[src/rtl/pipe_reg_file_pkg.sv]
// Shared types and default sizes for the pipelined register file.
package pipe_reg_file_pkg;

  localparam int unsigned DEF_DATA_W = 32;
  localparam int unsigned DEF_ADDR_W = 5;

  typedef enum logic {
    CLEAR = 1'b0,
    READY = 1'b1
  } state_e;

endpackage : pipe_reg_file_pkg

[src/rtl/pipe_reg_file_scoreboard.sv]
// Pending-write scoreboard: one bit per register, set on issue, cleared on write.
module reg_scoreboard
  import pipe_reg_file_pkg::*;
#(
  parameter int unsigned ADDR_W   = DEF_ADDR_W,
  parameter int unsigned ZERO_REG = 1
) (
  input  logic              clk,
  input  logic              rst,
  input  logic              en,
  input  logic              set_en,
  input  logic [ADDR_W-1:0] set_addr,
  input  logic              clr_en,
  input  logic [ADDR_W-1:0] clr_addr,
  input  logic [ADDR_W-1:0] ra1,
  input  logic [ADDR_W-1:0] ra2,
  output logic              pend1_c,
  output logic              pend2_c
);

  localparam int unsigned DEPTH = 1 << ADDR_W;

  logic [DEPTH-1:0] pend_q;
  logic [DEPTH-1:0] pend_d;

  // Clear applied before set so a same-address issue keeps the bit high.
  always_comb begin
    pend_d = pend_q;
    if (en && clr_en) pend_d[clr_addr] = 1'b0;
    if (en && set_en) pend_d[set_addr] = 1'b1;
    if (ZERO_REG != 0) pend_d[0] = 1'b0;
  end

  always_ff @(posedge clk) begin
    if (rst) pend_q <= '0;
    else     pend_q <= pend_d;
  end

  assign pend1_c = en & pend_q[ra1];
  assign pend2_c = en & pend_q[ra2];

endmodule : reg_scoreboard

[src/rtl/pipe_reg_file.sv]
// 2R1W register file with post-reset clear sweep and pending-write scoreboard.
// Define REGFILE_BYPASS_EN for same-cycle write-through on the read ports.
module pipe_reg_file
  import pipe_reg_file_pkg::*;
#(
  parameter int unsigned DATA_W   = DEF_DATA_W,
  parameter int unsigned ADDR_W   = DEF_ADDR_W,
  parameter int unsigned ZERO_REG = 1
) (
  input  logic              clk,
  input  logic              rst,
  input  logic [ADDR_W-1:0] ra1,
  input  logic [ADDR_W-1:0] ra2,
  output logic [DATA_W-1:0] rd1,
  output logic [DATA_W-1:0] rd2,
  input  logic              we,
  input  logic [ADDR_W-1:0] wa,
  input  logic [DATA_W-1:0] wd,
  input  logic              iss_en,
  input  logic [ADDR_W-1:0] iss_addr,
  output logic              pend1,
  output logic              pend2,
  output logic              ready
);

  localparam int unsigned       DEPTH = 1 << ADDR_W;
  localparam logic [ADDR_W-1:0] LAST  = ADDR_W'(DEPTH - 1);
  localparam bit                ZERO  = (ZERO_REG != 0);

  state_e            state;
  logic [ADDR_W-1:0] cnt;
  logic [DATA_W-1:0] mem [DEPTH];
  logic              in_ready;
  logic              wr_en;

  assign in_ready = (state == READY);
  assign wr_en    = in_ready && we && !(ZERO && (wa == '0));

  // Sweep FSM; the counter parks on the last entry until the next rst.
  always_ff @(posedge clk) begin
    if (rst) begin
      state <= CLEAR;
      cnt   <= '0;
      ready <= 1'b0;
    end else begin
      case (state)
        CLEAR: begin
          if (cnt == LAST) begin
            state <= READY;
            ready <= 1'b1;
          end else begin
            cnt <= cnt + ADDR_W'(1);
          end
        end
        READY: begin
          state <= READY;
          ready <= 1'b1;
        end
        default: begin
          state <= CLEAR;
          cnt   <= '0;
          ready <= 1'b0;
        end
      endcase
    end
  end

  // Storage has no reset; the sweep zeroes it one entry per cycle.
  always_ff @(posedge clk) begin
    if (!rst) begin
      if (state == CLEAR) mem[cnt] <= '0;
      else if (wr_en)     mem[wa]  <= wd;
    end
  end

  always_comb begin
    rd1 = '0;
    if (in_ready && !(ZERO && (ra1 == '0))) begin
      rd1 = mem[ra1];
`ifdef REGFILE_BYPASS_EN
      if (wr_en && (wa == ra1)) rd1 = wd;
`endif
    end
  end

  always_comb begin
    rd2 = '0;
    if (in_ready && !(ZERO && (ra2 == '0))) begin
      rd2 = mem[ra2];
`ifdef REGFILE_BYPASS_EN
      if (wr_en && (wa == ra2)) rd2 = wd;
`endif
    end
  end

  reg_scoreboard #(
    .ADDR_W   (ADDR_W),
    .ZERO_REG (ZERO_REG)
  ) u_scoreboard (
    .clk      (clk),
    .rst      (rst),
    .en       (in_ready),
    .set_en   (iss_en),
    .set_addr (iss_addr),
    .clr_en   (we),
    .clr_addr (wa),
    .ra1      (ra1),
    .ra2      (ra2),
    .pend1_c  (pend1),
    .pend2_c  (pend2)
  );

endmodule : pipe_reg_file

[config.mk]
export PLATFORM = sky130hd
export DESIGN_NAME = pipe_reg_file
export DESIGN_NICKNAME = d
export VERILOG_FILES = /design/src/rtl/pipe_reg_file_pkg.sv /design/src/rtl/pipe_reg_file_scoreboard.sv /design/src/rtl/pipe_reg_file.sv
export SDC_FILE = /design/constraint.sdc
export NUM_CORES = 1
export LEC_CHECK = 0
export ABC_AREA = 0
export CAP_MARGIN = 20
export CORE_MARGIN = 1.5
export CORE_UTILIZATION = 62
export CTS_CLUSTER_SIZE = 40
export DETAILED_ROUTE_END_ITERATION = 12
export PLACE_DENSITY = 0.8
export SETUP_SLACK_MARGIN = 0.15
export SLEW_MARGIN = 20
export SYNTH_ARGS = -nofsm -noshare
export SYNTH_HDL_FRONTEND = slang
export SYNTH_SLANG_ARGS = --single-unit
export TNS_END_PERCENT = 50
[constraint.sdc]
create_clock -name clk -period 13 [get_ports clk]
set_input_delay 1.3 -clock clk [delete_from_list [all_inputs] [get_ports clk]]
set_output_delay 1.3 -clock clk [all_outputs]
set_load 0.03 [all_outputs]
# --- Word level (Yosys, flattened, before mapping) ---
# Memory sizes are Yosys's and may differ from the RTL's.
# Cells that the tools add are included.
classes:
  muxes: 26
  order_cmp: 6
  addsub: 1
  eq_ne: 2
  reduce_logical: 15
  n_bitwise: 7
op_table:
  columns: ["cell", "count"]
  rows:
  - ["two-way mux 32 bit", 5]
  - ["bitwise AND 32 bit", 1]
  - ["inverter 32 bit", 1]
  - ["OR 32 bit", 1]
  - ["OR reduction 32 bit", 1]
  - ["less-than comparator 5 x 6 -> 1 bit, second input constant", 4]
  - ["zero test 5 bit", 3]
  - ["two-way mux 1 bit", 14]
  - ["binary-select mux 1 bit (select 5 bit)", 2]
  - ["demux 1 bit (select 5 bit)", 2]
  - [">= comparator 5 x 1 -> 1 bit, second input constant", 2]
  - ["logical AND 1 bit", 7]
  - ["adder 5 x 1 -> 5 bit, second input constant", 1]
  - ["== test 5 bit, second input constant", 1]
  - ["two-way mux 5 bit", 1]
  - ["case mux 1 bit (2 select lines)", 2]
  - ["zero test 1 bit", 3]
  - ["bitwise AND 1 bit", 2]
  - ["inequality test 2 bit, second input constant", 1]
  - ["inverter 1 bit", 2]
  - ["AND reduction 2 bit", 1]
totals:
  regBits: 39
  memories: 1
  wordCells: 63
  ram_bits: 1024
  input_bits: 56
memory_table:
  columns: ["name", "depth", "width", "read_ports", "rd_ports_with_merged_regs", "write_ports", "line_no", "text"]
  rows:
  - ["mem", 32, 32, 2, 0, 1, "pipe_reg_file.sv:32", "logic [DATA_W-1:0] mem [DEPTH];"]

# --- Logic depth before layout (Yosys ltp) ---
# Gate-level depths: netlist of the first run.
depth:
  word_depth: 9
  depth_mapped: 9
  ltp_nobuf: 7

# --- Hierarchy ---
# Synthesis of the first run repeated with hierarchy kept, for this count alone.
hier_totals:
  hier_cells: 2725
  area_unflattened_um2: 50248.2
by_module_without_submodules:
  columns: ["module", "cells_each", "instances", "area_each_um2"]
  rows:
  - ["pipe_reg_file", 2506, 1, 48367.6]
  - ["reg_scoreboard", 219, 1, 1880.6]

# --- Worst setup path after synthesis of the first run ---
# No wires, ideal clock.
synth_timing:
  kind: "input -> register"
  start: "input port wa[4]"
  end: "memory mem[25][0] (netlist name) (enable)"
  path_buffers: 2
  required_ns: 12.539
  setup_ns: 0.461
  setup_slack_ns: 7.671
  cell_stages: 6
  arrival_time_ns: 4.868
  path_cell_list: "buf_2 -> nor3_1 -> a211oi_2 -> buf_4 -> mux2_2 -> nor3_1"
synth_between:
  elab_chain_cells: 9
  word_cells_on_any_way: 10
  cone_classes: "6 x mux; 4 x reduce/logical"
synth_lines:
  columns: ["item", "line_no", "text"]
  rows:
  - ["from (decl)", "pipe_reg_file.sv:17", "input logic [ADDR_W-1:0] wa,"]
  - ["zero test 5 bit", "pipe_reg_file.sv:37", "assign wr_en = in_ready && we && !(ZERO && (wa == '0));"]
  - ["zero test 1 bit", "pipe_reg_file.sv:37", null]
  - ["logical AND 1 bit", "pipe_reg_file.sv:37", null]
  - ["two-way mux 1 bit", "pipe_reg_file.sv:72", "else if (wr_en) mem[wa] <= wd;"]
  - ["two-way mux 1 bit", "pipe_reg_file.sv:71", "if (state == CLEAR) mem[cnt] <= '0;"]
  - ["two-way mux 1 bit", "pipe_reg_file.sv:70", "if (!rst) begin"]
  - ["two-way mux 1 bit (not written as such)", "pipe_reg_file.sv:72", null]
  - ["OR reduction 32 bit (no line)", null, null]
  - ["two-way mux 5 bit (no line) or two-way mux 1 bit (tied branches)", null, null]
  - ["to (decl)", "pipe_reg_file.sv:32", null]
# Several ways; a longest one is shown, not always the timed one.

# --- Worst setup path after layout of the first run ---
layout_timing:
  start: "input port ra1[2]"
  end: "output port rd1[14]"
layout_between:
  elab_chain_cells: 4
  word_cells_on_any_way: 5
  cone_classes: "1 x mux; 3 x reduce/logical; 1 x memory"
layout_lines:
  columns: ["item", "line_no", "text"]
  rows:
  - ["from (decl)", "pipe_reg_file.sv:12", "input logic [ADDR_W-1:0] ra1,"]
  - ["branches (longest 3 deep; another with memory (32 x 32 bit))", null, null]
  - ["two-way mux 32 bit *", "pipe_reg_file.sv:78", "if (in_ready && !(ZERO && (ra1 == '0))) begin"]
  - ["to (decl)", "pipe_reg_file.sv:14", "output logic [DATA_W-1:0] rd1,"]
# Mark *: on every way between the ends.

==> results.toml, run 1 <==
[global_routing]
gr-total-overflow = 0
grt_pass1_vias = 30710
antenna_found_initial = 5
track_usage = 0.3617
grt_max_degree = 123
grt_pass1_wl_um = 210400

[cts]
path_clk_slew_ns = 0.06
root_buffer = "clkbuf_16"
cts_buffers = 104
post_cts_buffers = 0
clkSinkCount = 1062
worstSkewPairLatency_ns = 0.69
ctsHoldBuffers = 0
cts_tree = "done"
ctsResizeCount = 0
cts.htree.levels = 3
clockBufferDepth = 3

[placement]
portBuffers = 122
dp_hpwl_um = 78880
gp_congestion = 0.8690

[setup_path]
end_kind = "output port"
cp-start-kind = "primary input"
worstReg2RegStart = "in_ready$_SDFF_PP0_"
crit_family = "buffers and inverters"
cp.depth = 8
crit_slowest_cell = "buf_4"
criticalPathCategory = "in2out"
worstSetupStartpoint = "ra1[2]"
cp.buffers_inverters = 4
critical_path_required_ns = 11.70
cpPeakStageDelay_ns = 0.82
path_max_fanout = 101
r2r_end = "mem[16][7]$_DFFE_PP_"
r2r_slack_ns = 8.73
arrival_ns = 5.58
path_cells = "buf_8 > buf_12 > buf_4 > mux4_2 > nand2_1 > a31o_2 > a21oi_1 > clkdlybuf4s50_1"
r2r_cells = 7
worstSetupEndpoint = "rd1[14]"

[synth]
synthSimpleGateAreaFrac = 0.03211
syn_avg_cell_area_sq_um = 18.77
synthArstFlopShare = 0
synth_edf_count = 1024
synth_nets = 2723
ys_dominant_reg_cell = "edfxtp_1"
synth_area_leaders = "edfxtp_1 61%, mux4_2 22%, mux2i_1 4.6%"
synth.distinct_cells = 54
yosys.area.top_type_share = 0.6146
synthAdderAreaFrac = 0.0005002
ys_ff_latch = 1062
synth-xor-area-share = 0.0005252
synth_top_area_cell = "edfxtp_1"
synth_cells = 2665
synth_warnings = 0
synth.most_common_cell = "edfxtp_1"
synth_compound_area_frac = 0.04591
synth_top_family_by_area = "multiplexers"
syn_area_sq_um = 50030
ys_top_cells_by_count = "1024 x edfxtp_1, 482 x mux4_2, 229 x mux2i_1"
ys_seq_area_frac = 0.6298
synth_mux_area_frac = 0.2695

[routing]
wire_per_inst_um = 37.47
antenna_left = 0
via_count = 29910
drc_errors = 0
via_per_inst = 7.674
drt_first_pass_iters = 6
drt_iter0_markers = 4370
finalWirelength_um = 146000

[layout]
drive_above_1_share = 0.2909
post-route-util = 0.7029
ff_latch_area_sq_um = 31510
n_fill_cell = 4762
finalNetCount = 2818
multiInputGateArea_sq_um = 17670
area_delta_synth_final_pct = 11.53

[power_and_ir_drop]
leakagePower_nw = 16.60
vdd_drop_max_v = 0.0001580
powerDensity_nw_per_um2 = 128.9

[sta]
slew_viol_final = 0
fmax_mhz = 145.3
fin_skew_ns = 0.01625
setup_violations = 0
fin_crit_ns = 6.880
fin_crit_sh = 0.5293
tightest_slew_ns = 1.143
rsz0062_at_grt = "no"
hold_viol_final = 0
slew_headroom = 0.2375
tns_ns = 0

[floorplanning]
pin_count = 123
rows = 103
initial_core_util = 0.6302
die_w_um = 287.1
die_area_sq_um = 82410
dieHeight_um = 287.1
core_sq_um = 79390

[min_path]
hold_class = "reg2reg"

[outcome]
status = "finished clean"

[run]
max-cap-violations = 0
-- cell usage in the layout (no fill, tap or decap), types with 23 or more instances in the layout --
master and n:
nand2_1 138, clkinv_2 23, clkbuf_16 107, mux2_2 30, clkdlybuf4s50_1 115, buf_4 76
nand2b_1 23, clkinv_1 25, edfxtp_1 1024, and2_1 31, mux2i_1 229, nor2b_1 30
a21oi_1 68, mux4_2 482, o21ai_0 34, a22oi_1 32, dfxtp_1 38, nor3_2 32
-- per-stage QoR --
step                setup slack [ns]  power [mW]  instances  instance area [sq um]  hold WS (ns)
finish                         6.120       7.195       3897                  55800        0.5085
global route                   6.117       7.339       3896                  55800        0.5308
CTS                            6.229       7.197       3895                  55780        0.5017
detailed placement             6.238       4.215       3703                  52350        0.4868
global placement               6.255       4.206       3703                  52350        0.4795
floorplan                      7.671       4.103       2665                  50030        0.4566
-- routing by layer --
metal | share of wire | track usage | wire [um]
met1 | 0.33 | 0.4936 | 48340
met2 | 0.46 | 0.5523 | 67210
met3 | 0.15 | 0.08857 | 21430
met4 | 0.061 | 0.1824 | 8960
met5 | 0.00046 | 0 | 67
-- worst min path at each step --
| stage | from | end | depth (start not counted) |
|---|---|---|---|
| 2_1_floorplan | u_scoreboard.pend_q[27]$_SDFF_PP0_ | u_scoreboard.pend_q[27]$_SDFF_PP0_ | 2 |
| 3_3_place_gp | u_scoreboard.pend_q[22]$_SDFF_PP0_ | u_scoreboard.pend_q[22]$_SDFF_PP0_ | 2 |
| 3_5_place_dp | u_scoreboard.pend_q[8]$_SDFF_PP0_ | u_scoreboard.pend_q[8]$_SDFF_PP0_ | 2 |
| 4_1_cts | u_scoreboard.pend_q[8]$_SDFF_PP0_ | u_scoreboard.pend_q[8]$_SDFF_PP0_ | 2 |
| 5_1_grt | u_scoreboard.pend_q[15]$_SDFF_PP0_ | u_scoreboard.pend_q[15]$_SDFF_PP0_ | 2 |
| 6_report | u_scoreboard.pend_q[14]$_SDFF_PP0_ | u_scoreboard.pend_q[14]$_SDFF_PP0_ | 2 |
-- layout make-up --
cell class,count,share of cell area
Multi-Input combinational cell,1387,0.3166
Antenna cell,1,0.00004484
Clock buffer,122,0.04917
Inverter,4,0.0002691
Timing Repair Buffer,201,0.03354
Clock inverter,70,0.01215
Tap cell,1050,0.02354
Sequential cell,1062,0.5647
-- power by group --
| group | internal, mW | switching (mW) |
|---|---|---|
| Clock | 1.75 | 1.30 |
| Combinational | 0.188 | 0.231 |
| Sequential | 3.72 | 0.0123 |
-- logic make-up after synthesis --
logic type	Yosys count
flip-flops	1062
buffers and inverters	216
adder cells (fa/ha/maj)	2
multiplexers	741
AND/OR/NAND/NOR	323
AO/OA/AOI/OAI	318
XOR/XNOR	3
-- sequential cells by signal, indices dropped and copies added (netlist names) --
signal               cells
cnt                      5
in_ready                 1
mem                   1024
ready                    1
u_scoreboard.pend_q     31
-- worst register-to-register path, stage by stage (launching register included) --
cell and delay [ns]:
dfxtp_1 0.36, buf_4 0.31, nand2_1 0.15, a211oi_4 0.21, buf_4 0.69, mux2_2 0.59
nor3_2 0.77, buf_4 0.76
Power figures use the tool's default switching activity.
==> inputs of run 2 (changes only) <==
Clock period 13 ns to 6.9 ns, I/O delays scaled along.
==> results.toml, run 2 (same netlist as run 1, synthesis figures left out) <==
[global_routing]
gr-usage-met1 = 0.4928
antenna_found_initial = 3
track_usage = 0.3653
grtUsageMet3 = 0.08452
grt_pass1_vias = 30660
grt_max_degree = 104
met2_usage = 0.5607
grt.busiest_layer = "met2"
gr-total-overflow = 0
grt_pass1_wl_um = 211600

[setup_path]
cp.buffers_inverters = 1
criticalPathCategory = "reg2out"
crit_family = "compound AO/OA/AOI/OAI gates"
path_cells = "and4b_1 > a22o_1 > a2111oi_0 > a21oi_1 > clkdlybuf4s50_1"
cp.depth = 5
crit_slowest_cell = "and4b_1"
arrival_ns = 4.44
r2r_cells = 6
end_kind = "output port"
critical_path_required_ns = 6.21
cp-start-kind = "flop"
cpPeakStageDelay_ns = 0.94
path_max_fanout = 27

[sta]
fin_skew_ns = 0.02810
tightest_slew_ns = 1.101
tns_ns = 0
hold_ws_ns = 0.4906
hold_viol_final = 0
fmax_mhz = 194.9
slew_headroom = 0.2626
setup_slack_ns = 1.770
setup_violations = 0
fin_crit_ns = 5.130
slew_viol_final = 0
rsz0062_at_grt = "no"
fin_crit_sh = 0.7435

[cts]
ctsHoldBuffers = 0
ctsResizeCount = 0
cts_tree = "done"
worstSkewPairLatency_ns = 0.68
post_cts_buffers = 0
cts.htree.levels = 3
root_buffer = "clkbuf_16"
clkSinkCount = 1062
path_clk_slew_ns = 0.06
clockBufferDepth = 3
cts_buffers = 106

[floorplanning]
dieHeight_um = 287.1
die_w_um = 287.1
pin_count = 123
core_sq_um = 79390
die_area_sq_um = 82410
rows = 103
initial_core_util = 0.6302

[routing]
antenna_left = 0
finalWirelength_um = 148200
drc_errors = 0
drt_iter0_markers = 4333
via_per_inst = 7.712
wire_per_inst_um = 37.95
via_count = 30120
drt_first_pass_iters = 5

[layout]
post-route-util = 0.7045
finalNetCount = 2826
final_cell_mix = "1024 x edfxtp_1, 482 x mux4_2, 229 x mux2i_1, 138 x nand2_1, 115 x clkdlybuf4s50_1"
largest_register_ffs = 1024
layout_commonest_cell = "edfxtp_1"
drive_above_1_share = 0.2904
top_register = "mem"
reg_top3 = "mem (1024), u_scoreboard.pend_q (31), cnt (5)"
area_delta_synth_final_pct = 11.78
stdcell_count = 3906
final_area_sq_um = 55920

[placement]
portBuffers = 122
gp_congestion = 0.8654
dpl_cell_area_sq_um = 52530
placed_cells = 3708
pre_cts_ws_ns = 2.004
dp_hpwl_um = 82380

[power_and_ir_drop]
finalPower_mw = 13.49
vdd_drop_max_v = 0.0002154
leakagePower_nw = 16.64
powerDensity_nw_per_um2 = 241.1

[min_path]
hold_class = "reg2reg"
worstHoldPathCells = 2

[run]
max-cap-violations = 0

[outcome]
status = "finished clean"
run 2: routing by layer:
| metal | routed length (um) | share of wire | up-vias |
|---|---|---|---|
| li1 | - | - | 11570 |
| met1 | 49290 | 0.33 | 15530 |
| met2 | 69090 | 0.47 | 2516 |
| met3 | 20450 | 0.14 | 508 |
| met4 | 9357 | 0.063 | 4 |
| met5 | 27 | 0.00018 | - |
run 2: final cells by class:
class	count	area, sq um
antenna	1	2.502
clock buffer	138	2845
clock inverter	57	510.5
fill	4800	23460
inverter	4	15.01
multi-input combinational	1387	17670
sequential	1062	31510
tap	1050	1314
timing repair buffer	207	2054
run 2: worst register-to-register path, cell delays in order (launching register included):
cell and delay, ns:
dfxtp_1 0.89, nand2_1 0.23, a211oi_4 0.55, buf_6 0.25, mux2_2 0.41, nor3_2 0.69, buf_4 0.62
run 2: final timing paths:
| check | from | slack (ns) | endpoint |
|---|---|---|---|
| hold reg to reg | ready$_SDFFE_PP0N_ | 0.49 | ready$_SDFFE_PP0N_ |
| setup reg to reg | in_ready$_SDFF_PP0_ | 2.84 | mem[8][27]$_DFFE_PP_ |
| hold / removal | ready$_SDFFE_PP0N_ | 0.49 | ready$_SDFFE_PP0N_ |
| setup / recovery | in_ready$_SDFF_PP0_ | 1.77 | rd1[21] |
run 2: where the power goes:
group	internal (mW)	total [mW]	switching, mW
clock	3.20	5.64	2.44
combinational	0.360	0.811	0.451
sequential	7.01	7.03	0.0222
